`src/rtl/i2c_cmd_sequencer.sv`:
```
// I2C command sequencer: queues bus-side commands, issues them one at a time to the PHY and
// collects completions. Define I2C_SEQ_TIMEOUT_EN to enable the WAIT-state watchdog.
module i2c_cmd_sequencer #(
   parameter int CMD_DEPTH      = 4,
   parameter int RSP_DEPTH      = 4,
   parameter int TIMEOUT_CYCLES = 1000000
) (
   input  logic        i2c_clock_i,
   input  logic        i2c_resetn_i,
   input  logic        cmd_valid_i,
   output logic        cmd_ready_o,
   input  logic [1:0]  cmd_tx_size_i,
   input  logic [1:0]  cmd_rx_size_i,
   input  logic [31:0] cmd_tx_data_i,
   input  logic [21:0] clkdiv_i,
   output logic        rsp_valid_o,
   input  logic        rsp_ready_i,
   output logic [31:0] rsp_rx_data_o,
   output logic        rsp_abort_o,
   output logic        err_o,
   input  logic        err_clr_i,
   output logic        seq_busy_o,
   output logic [1:0]  i2c_tx_size_o,
   output logic [1:0]  i2c_rx_size_o,
   output logic [31:0] i2c_tx_data_o,
   output logic [21:0] i2c_clkdiv_o,
   output logic        i2c_valid_o,
   input  logic        i2c_done_i,
   input  logic        i2c_busy_i,
   input  logic [31:0] i2c_rx_data_i,
   input  logic        i2c_abort_i
);

   localparam int CAW   = $clog2(CMD_DEPTH);
   localparam int RAW   = $clog2(RSP_DEPTH);
   localparam int CMD_W = 36;

   if (CMD_DEPTH < 2 || (CMD_DEPTH & (CMD_DEPTH - 1)) != 0 ||
       RSP_DEPTH < 2 || (RSP_DEPTH & (RSP_DEPTH - 1)) != 0 ||
       TIMEOUT_CYCLES < 1) begin : g_bad_param
      $error("i2c_cmd_sequencer: illegal parameter value");
   end

   typedef enum logic [1:0] {
      S_IDLE  = 2'd0,
      S_ISSUE = 2'd1,
      S_WAIT  = 2'd2
   } state_t;

   state_t           state_q;
   logic [CMD_W-1:0] cmd_mem_q [CMD_DEPTH];
   logic [CAW:0]     cmd_wr_q, cmd_wr_d, cmd_rd_q, cmd_rd_d;
   logic [32:0]      rsp_mem_q [RSP_DEPTH];
   logic [RAW:0]     rsp_wr_q, rsp_wr_d, rsp_rd_q, rsp_rd_d;
   logic             err_q, err_d;
   logic             rdy_en_q;
   logic [1:0]       tx_size_q, rx_size_q;
   logic [31:0]      tx_data_q;
   logic [21:0]      clkdiv_q;
   logic             valid_q;

   logic             cmd_empty, cmd_full, cmd_push;
   logic             rsp_empty, rsp_full, rsp_push, rsp_pop;
   logic             go, wait_done, timeout, flush;
   logic [32:0]      rsp_wdata, rsp_head;
   logic [CMD_W-1:0] cmd_head;

   assign cmd_empty = (cmd_wr_q == cmd_rd_q);
   assign cmd_full  = (cmd_wr_q[CAW] != cmd_rd_q[CAW]) &&
                      (cmd_wr_q[CAW-1:0] == cmd_rd_q[CAW-1:0]);
   assign rsp_empty = (rsp_wr_q == rsp_rd_q);
   assign rsp_full  = (rsp_wr_q[RAW] != rsp_rd_q[RAW]) &&
                      (rsp_wr_q[RAW-1:0] == rsp_rd_q[RAW-1:0]);
   assign cmd_head  = cmd_mem_q[cmd_rd_q[CAW-1:0]];
   assign rsp_head  = rsp_mem_q[rsp_rd_q[RAW-1:0]];

`ifdef I2C_SEQ_TIMEOUT_EN
   logic [31:0] wdog_q;
   assign timeout = (state_q == S_WAIT) && !i2c_done_i &&
                    (wdog_q == 32'(TIMEOUT_CYCLES - 1));
`else
   assign timeout = 1'b0;
`endif

   assign wait_done = (state_q == S_WAIT) && i2c_done_i;
   assign flush     = (wait_done && i2c_abort_i) || timeout;
   // Issuing only with a free response slot guarantees the completion can always be stored.
   assign go        = (state_q == S_IDLE) && !cmd_empty && !err_q && !i2c_busy_i && !rsp_full;
   assign cmd_ready_o = rdy_en_q && !cmd_full && !err_q && !flush;
   assign cmd_push  = cmd_valid_i && cmd_ready_o;
   assign rsp_push  = wait_done || timeout;
   assign rsp_wdata = wait_done ? {i2c_rx_data_i, i2c_abort_i} : {32'h0, 1'b1};
   assign rsp_pop   = !rsp_empty && rsp_ready_i;

   always_comb begin
      cmd_wr_d = cmd_wr_q;
      cmd_rd_d = cmd_rd_q;
      if (flush) begin
         cmd_wr_d = '0;
         cmd_rd_d = '0;
      end else begin
         if (cmd_push) cmd_wr_d = cmd_wr_q + (CAW+1)'(1);
         if (go)       cmd_rd_d = cmd_rd_q + (CAW+1)'(1);
      end
   end

   always_comb begin
      rsp_wr_d = rsp_wr_q;
      rsp_rd_d = rsp_rd_q;
      if (rsp_push) rsp_wr_d = rsp_wr_q + (RAW+1)'(1);
      if (rsp_pop)  rsp_rd_d = rsp_rd_q + (RAW+1)'(1);
   end

   always_comb begin
      err_d = err_q;
      if (flush)          err_d = 1'b1;
      else if (err_clr_i) err_d = 1'b0;
   end

   always_ff @(posedge i2c_clock_i) begin
      if (cmd_push) cmd_mem_q[cmd_wr_q[CAW-1:0]] <= {cmd_tx_size_i, cmd_rx_size_i, cmd_tx_data_i};
      if (rsp_push) rsp_mem_q[rsp_wr_q[RAW-1:0]] <= rsp_wdata;
   end

   always_ff @(posedge i2c_clock_i) begin
      if (!i2c_resetn_i) begin
         cmd_wr_q <= '0;
         cmd_rd_q <= '0;
         rsp_wr_q <= '0;
         rsp_rd_q <= '0;
      end else begin
         cmd_wr_q <= cmd_wr_d;
         cmd_rd_q <= cmd_rd_d;
         rsp_wr_q <= rsp_wr_d;
         rsp_rd_q <= rsp_rd_d;
      end
   end

   always_ff @(posedge i2c_clock_i) begin
      if (!i2c_resetn_i) begin
         state_q   <= S_IDLE;
         valid_q   <= 1'b0;
         tx_size_q <= '0;
         rx_size_q <= '0;
         tx_data_q <= '0;
         clkdiv_q  <= '0;
         err_q     <= 1'b0;
         rdy_en_q  <= 1'b0;
`ifdef I2C_SEQ_TIMEOUT_EN
         wdog_q    <= '0;
`endif
      end else begin
         rdy_en_q <= 1'b1;
         err_q    <= err_d;
         valid_q  <= 1'b0;
         case (state_q)
            S_IDLE: begin
               if (go) begin
                  state_q <= S_ISSUE;
                  valid_q <= 1'b1;
                  {tx_size_q, rx_size_q, tx_data_q} <= cmd_head;
                  clkdiv_q <= clkdiv_i;
               end
            end
            S_ISSUE: begin
               state_q <= S_WAIT;
`ifdef I2C_SEQ_TIMEOUT_EN
               wdog_q  <= '0;
`endif
            end
            S_WAIT: begin
               if (rsp_push) begin
                  state_q <= S_IDLE;
               end
`ifdef I2C_SEQ_TIMEOUT_EN
               else begin
                  wdog_q <= wdog_q + 32'd1;
               end
`endif
            end
            default: state_q <= S_IDLE;
         endcase
      end
   end

   assign rsp_valid_o   = !rsp_empty;
   assign rsp_rx_data_o = rsp_empty ? 32'h0 : rsp_head[32:1];
   assign rsp_abort_o   = rsp_empty ? 1'b0 : rsp_head[0];
   assign err_o         = err_q;
   assign seq_busy_o    = (state_q != S_IDLE) || !cmd_empty;
   assign i2c_tx_size_o = tx_size_q;
   assign i2c_rx_size_o = rx_size_q;
   assign i2c_tx_data_o = tx_data_q;
   assign i2c_clkdiv_o  = clkdiv_q;
   assign i2c_valid_o   = valid_q;

endmodule

```
`config.mk`:
```
export PLATFORM = sky130hd
export DESIGN_NAME = i2c_cmd_sequencer
export DESIGN_NICKNAME = d
export VERILOG_FILES = /design/src/rtl/i2c_cmd_sequencer.sv
export SDC_FILE = /design/constraint.sdc
export NUM_CORES = 1
export LEC_CHECK = 0
export ABC_AREA = 0
export CORE_MARGIN = 2
export CORE_UTILIZATION = 34
export CTS_BUF_LIST = sky130_fd_sc_hd__clkbuf_8
export CTS_CLUSTER_DIAMETER = 60
export CTS_CLUSTER_SIZE = 8
export DETAILED_ROUTE_END_ITERATION = 7
export SLEW_MARGIN = 10
export SYNTH_ARGS = -nofsm -noshare
export SYNTH_HDL_FRONTEND = slang
export SYNTH_SLANG_ARGS = --single-unit
```
`constraint.sdc`:
```
create_clock -name i2c_clock_i -period 7.4 [get_ports i2c_clock_i]
set_input_delay 2.22 -clock i2c_clock_i [delete_from_list [all_inputs] [get_ports i2c_clock_i]]
set_output_delay 2.22 -clock i2c_clock_i [all_outputs]
set_load 0.02 [all_outputs]
```
==> impl_metrics.sql <==
INSERT INTO impl_metrics (metric_group, metric, value, unit) VALUES
('place', 'io_buffer_count', '193', ''),
('place', 'dpl-instance-area', '16000', 'µm²'),
('critical_path', 'critical_path.startpoint_type', 'primary input', ''),
('drt', 'ant_nets', '0', ''),
('floorplan', 'design.die.area', '41400', 'µm²'),
('critical_path', 'crit_path_class', 'primary input to primary output', ''),
('drt', 'drt_first_iter_violations', '453', ''),
('sta', 'layout_worst_path_cycle_share', '86.1', '%'),
('sta', 'worstMarginPinSlew', '1050', 'ps'),
('logic_synthesis', 'dominant_combinational_cell_family_by_area_after_synthesis', 'multiplexers', ''),
('logic_synthesis', 'postSynthNetCount', '916', ''),
('critical_path', 'timing.reg2reg.setup_slack', '4740', 'ps'),
('logic_synthesis', 'post_synth_instance_area', '13500', 'µm²'),
('sta', 'layout_min_cycle_time', '6370', 'ps'),
('hold_path', 'hold_path_class', 'flop to flop', ''),
('clock_network', 'tritoncts', 'done', ''),
('clock_network', 'clock-root-buffer', 'clkbuf_8', ''),
('clock_network', 'cts_sink_cnt', '353', ''),
('critical_path', 'worst-path-max-fanout', '7', ''),
('grt', 'grt_pass1_wl', '47.6', 'mm'),
('floorplan', 'placementRows', '73', ''),
('logic_synthesis', 'synth_xor_area_share', '0.712', '%'),
('pwr', 'p_leak', '5.62', 'nW'),
('run', 'cap_viol_max_count', '0', ''),
('critical_path', 'cp-end-kind', 'primary output', ''),
('sta', 'slew_headroom', '29.7', '%'),
('logic_synthesis', 'synth.area.mux_share', '11.7', '%'),
('cells_and_area', 'postLayoutCellArea', '16900', 'µm²'),
('sta', 'slew_violations', '0', ''),
('cells_and_area', 'filler_cell_count', '3638', ''),
('sta', 'worst_clock_skew', '21.1', 'ps'),
('floorplan', 'die_x', '203', 'µm'),
('sta', 'timing.setup.tns', '0', 'ps'),
('logic_synthesis', 'synth_fa_ha_area_share', '0.925', '%'),
('grt', 'grt_start_max_net_pins', '66', ''),
('sta', 'timing.fmax', '157', 'MHz'),
('logic_synthesis', 'synthTopCellsByArea', 'edfxtp_1, mux4_2, dfxtp_1', ''),
('floorplan', 'num_io_pins', '194', ''),
('drt', 'num_vias', '7745', ''),
('pwr', 'vdd_ir_drop_max', '0.000149', 'V'),
('sta', 'rsz0062_at_grt', 'no', ''),
('grt', 'grtUsageTotal', '15.1', '%'),
('floorplan', 'initial_core_util', '34.3', '%'),
('drt', 'wirelength', '30.9', 'mm'),
('logic_synthesis', 'synth_seq_area_share', '72.7', '%'),
('grt', 'grt_pass1_vias', '8150', ''),
('clock_network', 'clk_latency', '610', 'ps'),
('sta', 'timing_hold_violations_final', '0', ''),
('logic_synthesis', 'synth-compound-area-share', '5.06', '%'),
('floorplan', 'coreArea', '39500', 'µm²'),
('clock_network', 'cts_max_path_buffers', '3', ''),
('drt', 'via_cell_ratio', '4.91', ''),
('clock_network', 'cts.repair.resized', '0', ''),
('critical_path', 'critPathArrivalTime', '4150', 'ps'),
('logic_synthesis', 'synthDominantCellAreaShare', '61.3', '%'),
('grt', 'antenna_violations_before_repair', '1', ''),
('clock_network', 'cts_inserted_buffers', '51', ''),
('logic_synthesis', 'netlist-cell-type-count', '33', ''),
('clock_network', 'cts_max_level', '2', ''),
('logic_synthesis', 'syn_area_per_cell', '16.7', 'µm²'),
('drt', 'drcViolationCount', '0', ''),
('logic_synthesis', 'yosys_register_bits', '353', ''),
('place', 'place.detailed.hpwl', '17.7', 'mm'),
('drt', 'routed_wire_length_per_instance', '19.6', 'µm'),
('cells_and_area', 'final_net_count', '1116', ''),
('logic_synthesis', 'warnings_from_yosys', '0', ''),
('cells_and_area', 'final_layout_size_suffix_gt1_share', '14.9', '%'),
('clock_network', 'path_clk_slew', '60', 'ps'),
('grt', 'overflow', '0', ''),
('logic_synthesis', 'synth-simple-area-share', '6.88', '%'),
('run_status', 'status', 'finished clean', ''),
('cells_and_area', 'synthToLayoutAreaGrowth', '25.0', '%'),
('pwr', 'pwr_dens', '245', 'nW/µm²'),
('drt', 'drt_first_pass_iters', '4', ''),
('place', 'gp_congestion', '0.695', ''),
('logic_synthesis', 'synth_largest_area_cell', 'edfxtp_1', ''),
('floorplan', 'floorplan.die.height', '203', 'µm'),
('logic_synthesis', 'cells_after_synth', '808', ''),
('clock_network', 'cts_hold_repair.buffers', '0', ''),
('critical_path', 'worstPathRequired', '5180', 'ps'),
('clock_network', 'cts_setup_buffers', '0', ''),
('sta', 'setup_viol_count_final', '0', '');
[flip-flops by register name, summed over array words and instances (netlist names), 3 cells and up, named ones only]
name	flops
cmd_mem_q	144
cmd_rd_q	3
cmd_wr_q	3
i2c_clkdiv_o	22
i2c_tx_data_o	32
rsp_mem_q	132
rsp_rd_q	3
rsp_wr_q	3
[critical path, stage by stage]
cell	delay [ps]
clkdlybuf4s50_1	440
and4b_1	300
a311oi_2	450
clkdlybuf4s50_1	730
[through the flow]
stage / hold WS (ps) / setup WS (ps) / total power [mW] / std cells / util (%)
after floorplan: 479 / 2190 / 2.54 / 808 / -
after global placement: 465 / 1040 / 2.78 / 1480 / 40.5
after detailed placement: 470 / 1030 / 2.78 / 1480 / 40.5
after CTS: 479 / 1020 / 4.21 / 1575 / 42.9
after global routing: 503 / 923 / 4.33 / 1576 / 42.9
final: 479 / 1030 / 4.14 / 1576 / 42.9
[cells by family (layout without fill, tap and decap cells)]
kind of cell,Yosys count,after routing
compound gates,132,132
fa+ha+maj,10,10
simple gates,165,165
xor+xnor,11,11
mux,72,72
buf+inv,65,307
other cells,0,1
flops,353,353
[worst paths after layout]
check / start / to / cells after the start
max: i2c_done_i / cmd_ready_o / 4
min: i2c_clkdiv_o[13] / i2c_clkdiv_o[13] / 2
max reg2reg: state_q[1] / i2c_tx_data_o[27] / 5
min reg2reg: i2c_clkdiv_o[13] / i2c_clkdiv_o[13] / 2
[per-layer routing]
metal | wire length (µm) | vias up | track usage (%)
met2 | 14700 | 213 | 24.6
met3 | 2280 | 41 | 4.79
met1 | 13400 | 3951 | 19.5
met5 | 0 | - | 0
met4 | 521 | 0 | 4.41
li1 | - | 3540 | -
[cells in the mapped netlist]
library cell,instances
o31ai_1,4
or4_1,1
mux2_1,1
and3b_1,1
inv_1,7
inv_2,1
ha_1,10
nor4_1,1
xor2_1,4
nor3_1,2
mux4_2,69
nand3_1,61
o31a_1,1
buf_2,17
dfxtp_1,77
nand4_1,1
a21oi_1,65
and4b_1,1
xnor2_1,7
clkbuf_1,31
nand2_1,2
nor2_1,10
edfxtp_1,276
and3_1,5
o21ai_1,59
mux2i_1,2
or3_1,5
o21ai_0,2
buf_4,3
and2_1,72
a311oi_2,1
nand2b_1,3
buf_1,6
[layout make-up]
cell class / instances / area (µm²) / share of cell area (%)
Inverter: 8 / 30.0 / 0.178
Antenna cell: 1 / 2.50 / 0.0148
Tap cell: 525 / 657 / 3.88
Clock inverter: 40 / 164 / 0.969
Clock buffer: 55 / 757 / 4.48
Multi-Input combinational cell: 390 / 3450 / 20.4
Sequential cell: 353 / 9830 / 58.1
Timing Repair Buffer: 204 / 2010 / 11.9
[report_power, final]
group,internal (mW),total [mW],switching [mW]
combinational,0.227,0.521,0.294
clock,0.685,1.41,0.724
sequential,2.19,2.21,0.0245
[placed cells by master (no fill, tap or decap), types with 11 or more instances in the layout]
cell and instances:
dfxtp_1 73, clkdlybuf4s50_1 193, o21ai_1 59, mux4_2 69, nand3_1 60, buf_4 11
and2_1 68, clkbuf_8 55, a21oi_1 65, inv_1 44, edfxtp_1 276
Power figures use the tool's default switching activity.
